File: src/rtl/mul_issue_if.sv
// mul_issue_if: decode, multiplier and writeback buses around the RV32M issue stage.
interface mul_issue_if;
    logic        instr_valid;
    logic [31:0] instr;
    logic [31:0] instr_rs0;
    logic [31:0] instr_rs1;
    logic        instr_ready;
    logic        illegal;
    logic        flush;
    logic        clear_pipeline;
    logic        mul_initial;
    logic [2:0]  mul_para;
    logic [31:0] mul_rs0;
    logic [31:0] mul_rs1;
    logic        mul_ready;
    logic        mul_finished;
    logic [31:0] mul_data;
    logic        mul_ack;
    logic        wb_valid;
    logic [4:0]  wb_rd;
    logic [31:0] wb_data;
    logic        wb_ready;

    modport master (
        output instr_valid, instr, instr_rs0, instr_rs1, flush, mul_ready,
               mul_finished, mul_data, wb_ready,
        input  instr_ready, illegal, clear_pipeline, mul_initial, mul_para,
               mul_rs0, mul_rs1, mul_ack, wb_valid, wb_rd, wb_data
    );

    modport slave (
        input  instr_valid, instr, instr_rs0, instr_rs1, flush, mul_ready,
               mul_finished, mul_data, wb_ready,
        output instr_ready, illegal, clear_pipeline, mul_initial, mul_para,
               mul_rs0, mul_rs1, mul_ack, wb_valid, wb_rd, wb_data
    );
endinterface

File: src/rtl/mul_issue.sv
// mul_issue: queues decoded RV32M ops, issues them to the multiplier and
// routes results to the register file through an in-flight destination-tag FIFO.
module mul_issue #(
    parameter int QDEPTH = 2,
    parameter int TDEPTH = 2
) (
    input logic clk,
    input logic rst,
    mul_issue_if.slave bus
);
    localparam int QW  = $clog2(QDEPTH);
    localparam int QCW = QW + 1;
    localparam int TW  = (TDEPTH > 1) ? $clog2(TDEPTH) : 1;
    localparam int TCW = $clog2(TDEPTH + 1);

    logic [2:0]     q_para [QDEPTH];
    logic [31:0]    q_rs0  [QDEPTH];
    logic [31:0]    q_rs1  [QDEPTH];
    logic [4:0]     q_rd   [QDEPTH];
    logic [QW-1:0]  q_wp, q_rp;
    logic [QCW-1:0] q_cnt;
    logic [4:0]     t_rd   [TDEPTH];
    logic [TW-1:0]  t_wp, t_rp;
    logic [TCW-1:0] t_cnt;
    logic           illegal_q;
    logic           is_m, accept, push, issue, t_empty, ack, t_pop;
    logic [4:0]     head_tag;

    always_comb begin
        is_m     = (bus.instr[6:0] == 7'b0110011) && (bus.instr[31:25] == 7'b0000001);
        accept   = bus.instr_valid & bus.instr_ready & ~bus.flush;
        push     = accept & is_m;
        issue    = (q_cnt != '0) & bus.mul_ready & (t_cnt < TCW'(TDEPTH)) & ~bus.flush;
        head_tag = t_rd[t_rp];
        t_empty  = (t_cnt == '0);
        // With no tag in flight the result has no owner, so it is drained.
        ack      = bus.mul_finished & ~bus.flush & (t_empty | bus.wb_ready | (head_tag == 5'd0));
        t_pop    = ack & ~t_empty;
    end

    always_ff @(posedge clk) begin
        if (!rst || bus.flush) begin
            q_wp      <= '0;
            q_rp      <= '0;
            q_cnt     <= '0;
            t_wp      <= '0;
            t_rp      <= '0;
            t_cnt     <= '0;
            illegal_q <= 1'b0;
        end else begin
            if (push) begin
                q_para[q_wp] <= bus.instr[14:12];
                q_rs0[q_wp]  <= bus.instr_rs0;
                q_rs1[q_wp]  <= bus.instr_rs1;
                q_rd[q_wp]   <= bus.instr[11:7];
                q_wp         <= q_wp + 1'b1;
            end
            if (issue) begin
                q_rp        <= q_rp + 1'b1;
                t_rd[t_wp]  <= q_rd[q_rp];
                t_wp        <= (t_wp == TW'(TDEPTH - 1)) ? '0 : t_wp + 1'b1;
            end
            if (t_pop)
                t_rp <= (t_rp == TW'(TDEPTH - 1)) ? '0 : t_rp + 1'b1;
            q_cnt     <= q_cnt + QCW'(push) - QCW'(issue);
            t_cnt     <= t_cnt + TCW'(issue) - TCW'(t_pop);
            illegal_q <= accept & ~is_m;
        end
    end

    assign bus.instr_ready    = (q_cnt != QCW'(QDEPTH));
    assign bus.illegal        = illegal_q;
    assign bus.clear_pipeline = bus.flush;
    assign bus.mul_initial    = issue;
    assign bus.mul_para       = issue ? q_para[q_rp] : '0;
    assign bus.mul_rs0        = issue ? q_rs0[q_rp] : '0;
    assign bus.mul_rs1        = issue ? q_rs1[q_rp] : '0;
    assign bus.mul_ack        = ack;
    assign bus.wb_valid       = bus.mul_finished & ~bus.flush & ~t_empty & (head_tag != 5'd0);
    assign bus.wb_rd          = bus.wb_valid ? head_tag : '0;
    assign bus.wb_data        = bus.wb_valid ? bus.mul_data : '0;
endmodule

File: src/flat_wrapper.sv
// flat-port wrapper written by rule: the top's interface ports become plain ports
module mul_issue_flat 
#(
    parameter int QDEPTH = 2,
    parameter int TDEPTH = 2
)
  (clk, rst, bus_instr_valid, bus_instr, bus_instr_rs0, bus_instr_rs1, bus_flush, bus_mul_ready, bus_mul_finished, bus_mul_data, bus_wb_ready, bus_instr_ready, bus_illegal, bus_clear_pipeline, bus_mul_initial, bus_mul_para, bus_mul_rs0, bus_mul_rs1, bus_mul_ack, bus_wb_valid, bus_wb_rd, bus_wb_data);
  mul_issue_if bus_i ();
  input logic clk;
  input logic rst;
  input wire logic [$bits(bus_i.instr_valid)-1:0] bus_instr_valid;
  input wire logic [$bits(bus_i.instr)-1:0] bus_instr;
  input wire logic [$bits(bus_i.instr_rs0)-1:0] bus_instr_rs0;
  input wire logic [$bits(bus_i.instr_rs1)-1:0] bus_instr_rs1;
  input wire logic [$bits(bus_i.flush)-1:0] bus_flush;
  input wire logic [$bits(bus_i.mul_ready)-1:0] bus_mul_ready;
  input wire logic [$bits(bus_i.mul_finished)-1:0] bus_mul_finished;
  input wire logic [$bits(bus_i.mul_data)-1:0] bus_mul_data;
  input wire logic [$bits(bus_i.wb_ready)-1:0] bus_wb_ready;
  output wire logic [$bits(bus_i.instr_ready)-1:0] bus_instr_ready;
  output wire logic [$bits(bus_i.illegal)-1:0] bus_illegal;
  output wire logic [$bits(bus_i.clear_pipeline)-1:0] bus_clear_pipeline;
  output wire logic [$bits(bus_i.mul_initial)-1:0] bus_mul_initial;
  output wire logic [$bits(bus_i.mul_para)-1:0] bus_mul_para;
  output wire logic [$bits(bus_i.mul_rs0)-1:0] bus_mul_rs0;
  output wire logic [$bits(bus_i.mul_rs1)-1:0] bus_mul_rs1;
  output wire logic [$bits(bus_i.mul_ack)-1:0] bus_mul_ack;
  output wire logic [$bits(bus_i.wb_valid)-1:0] bus_wb_valid;
  output wire logic [$bits(bus_i.wb_rd)-1:0] bus_wb_rd;
  output wire logic [$bits(bus_i.wb_data)-1:0] bus_wb_data;
  assign bus_i.instr_valid = bus_instr_valid;
  assign bus_i.instr = bus_instr;
  assign bus_i.instr_rs0 = bus_instr_rs0;
  assign bus_i.instr_rs1 = bus_instr_rs1;
  assign bus_i.flush = bus_flush;
  assign bus_i.mul_ready = bus_mul_ready;
  assign bus_i.mul_finished = bus_mul_finished;
  assign bus_i.mul_data = bus_mul_data;
  assign bus_i.wb_ready = bus_wb_ready;
  assign bus_instr_ready = bus_i.instr_ready;
  assign bus_illegal = bus_i.illegal;
  assign bus_clear_pipeline = bus_i.clear_pipeline;
  assign bus_mul_initial = bus_i.mul_initial;
  assign bus_mul_para = bus_i.mul_para;
  assign bus_mul_rs0 = bus_i.mul_rs0;
  assign bus_mul_rs1 = bus_i.mul_rs1;
  assign bus_mul_ack = bus_i.mul_ack;
  assign bus_wb_valid = bus_i.wb_valid;
  assign bus_wb_rd = bus_i.wb_rd;
  assign bus_wb_data = bus_i.wb_data;
  mul_issue #(.QDEPTH(QDEPTH), .TDEPTH(TDEPTH)) u_core (.clk(clk), .rst(rst), .bus(bus_i));
endmodule
File: config.mk
export PLATFORM = sky130hd
export DESIGN_NAME = mul_issue_flat
export DESIGN_NICKNAME = d
export VERILOG_FILES = /design/src/rtl/mul_issue_if.sv /design/src/rtl/mul_issue.sv /design/src/flat_wrapper.sv
export SDC_FILE = /design/constraint.sdc
export NUM_CORES = 1
export LEC_CHECK = 0
export BUFFER_PORTS_ARGS = -buffer_cell sky130_fd_sc_hd__buf_2
export CORE_MARGIN = 2
export CORE_UTILIZATION = 30
export DETAILED_ROUTE_END_ITERATION = 8
export PLACE_DENSITY = 0.51
export SLEW_MARGIN = 5
export SYNTH_ARGS = -nofsm -noshare
export SYNTH_HDL_FRONTEND = slang
export SYNTH_SLANG_ARGS = --single-unit
File: constraint.sdc
create_clock -name clk -period 20.8 [get_ports clk]
set_clock_uncertainty 0.1 [all_clocks]
set_input_delay 4.16 -clock clk [delete_from_list [all_inputs] [get_ports clk]]
set_output_delay 4.16 -clock clk [all_outputs]
set_load 0.01 [all_outputs]
==> metrics.txt <==
Worst Path Required 16540 ps; placed insts 929; WS Path Type in -> out; Final Util 39.9%; mapped cell area 0.00675 mm²; Core Region 0.0220 mm²; Placer Congestion 0.762; Setup crit start kind input pin; Total GRT Usage 12.4%; relative slew slack 31.0%; fin. max-slew vios 0; Reg clk slew, reported paths 70 ps; synth unique cells 38; Mean Syn Cell Area 15.6 µm²; GRT overflow 0; CTS tree yes; Leak 0.00341 µW; DR vias 4227; setup TNS 0 ps; cts hold-fix bufs 0; Layout Cells excl Fill 961; number of H-tree levels 4; CTS Buf Count 17; number of global-route vias before repair 4520; maximum fanout count along the critical path 68; Ports 245; worst slew pin tran 1030 ps; Routed Antenna Nets 0; drt initial violations 191; Hold Vio Cnt, Final 0; Core Rows 54; drt drc 0; post-CTS resize count 0; status finished, final reports clean; Initial Utilization 30.7%; Die ar. 0.0237 mm²; share of post-route cells with drive strength above 1 42.4%; worst path arrival time 5570 ps; final wirelength 14.7 mm; nature of the critical path endpoint primary output; first-pass GRT wire length 22.6 mm; Synth Register Bits 165; DR pass1 iterations 4; clk_lat worst skew 420 ps; final cycle utilization of the critical path 47.2%; fillers 2096; initial antenna violation count 1; Longest Clk Path Bufs 2; Mapped Nets 573; pwr dens 78.4 mW/mm²; TritonCTS Sinks 165; final setup fails 0; Max Cap Viol 0; Port Buffers 234; worst hold path class reg -> reg; nets 807; min Tclk post-route 9830 ps; cell count after synthesis 434; Post-CTS Setup Bufs 0; die width 154 µm; average wire per standard cell 15.3 µm; antenna fix cells 0; RSZ-0062 raised after global routing no; Peak VDD IR 0.0536 mV; Synth-to-Final Area Change 29.7%; Detailed Place HPWL 9.86 mm; post-synthesis sequential area ratio 71.8%; Root Buffer clkbuf_16; Vias/cell 4.40; f_max 102 MHz; largest net degree at the start of global routing 73; Die Y 154 µm; area post-placement 0.00815 mm²; yosys warns 0; post-route cell area 0.00875 mm²
-- placed cells by master (no fill, tap or decap), drive strengths merged, types with 5 or more instances in the layout --
cell type    n
and2        34
buf        238
clkbuf      17
clkinv       6
dfxtp       11
edfxtp     154
inv         15
mux2         5
mux2i       73
nor2        79
nor3        11
-- power breakdown --
group	switching (µW)	internal, µW
clock	147	163
sequential	0.0213	362
combinational	6.56	9.01
-- sequential cells by signal (all words and copies together), names as in the netlist, named ones only --
signal,cells
u_core.t_cnt,2
u_core.q_rs1,64
u_core.t_wp,1
u_core.q_cnt,2
u_core.bus.illegal,1
u_core.q_rs0,64
u_core.q_rp,1
u_core.q_wp,1
u_core.t_rp,1
u_core.q_rd,10
u_core.q_para,6
u_core.t_rd,10
-- metal layers --
layer  global-route usage [%]  up-vias  part of all wire, %
met2                     22.4      177                   51
met4                     4.49        2                  1.4
met1                     12.6     1981                   38
li1                         -     2046                    -
met5                        0        -                0.088
met3                     5.72       21                   10
-- worst paths after layout --
check	from	to	slack, ps	cells after the start
setup / recovery	bus_mul_ready	bus_mul_rs0[21]	10970	6
hold reg to reg	u_core.q_rp	u_core.q_rp	420	2
setup reg to reg	u_core.q_cnt[1]	u_core.q_cnt[1]	18130	10
hold / removal	u_core.q_rp	u_core.q_rp	420	2
-- worst max-delay path, cell delays in order --
cell,delay (ps)
buf_2,100
o211ai_2,120
or2_2,180
buf_4,610
nor2_1,180
buf_2,190
-- synthesized netlist by cell type, drive strengths merged --
library cell	n	share of area, %
nor4bb	1	0.15
or2b	1	0.11
a31oi	1	0.093
o211ai	1	0.19
xnor2	4	0.52
or3b	1	0.13
nand4b	1	0.13
nor2	79	4.7
nor4	3	0.50
or2	3	0.28
nand2b	2	0.30
nor3b	2	0.30
nand2	4	0.22
a21o	1	0.11
inv	7	0.39
nor3	11	0.82
nor2b	1	0.093
mux2	5	0.83
mux2i	73	11
xor2	2	0.26
ha	4	0.74
buf	22	2.4
o22a	1	0.26
clkbuf	1	0.056
dfxtp	11	3.3
and2	34	3.2
nor4b	4	0.74
edfxtp	154	68
-- cells by family (layout without fill, tap and decap cells) --
group	Yosys count	after routing	share of synthesized area, %
flops	165	165	71.8
simple gates	147	147	11.6
mux	78	78	11.7
buf+inv	30	277	2.84
xor+xnor	6	6	0.778
fa+ha+maj	4	4	0.741
compound gates	4	4	0.649
-- final cells by class --
type                    instances  area (µm²)  share of cell area, %
repair buffers                238        1200                   13.7
flip-flops and latches        165        4850                   55.4
well taps                     280         350                   4.00
multi-input cells             239        1730                   19.7
clock inverters                15         178                   2.03
clock buffers                  17         425                   4.86
inverters                       7        26.3                  0.300
-- through the flow --
| stage | hold slack [ps] | total power, µW | setup slack [ps] |
|---|---|---|---|
| floorplan | 372 | 371 | 10270 |
| global placement | 388 | 384 | 10950 |
| detailed placement | 404 | 385 | 10910 |
| CTS | 430 | 696 | 10910 |
| global route | 460 | 711 | 10820 |
| finish | 422 | 686 | 10970 |
(Power assumes the default switching activity.)
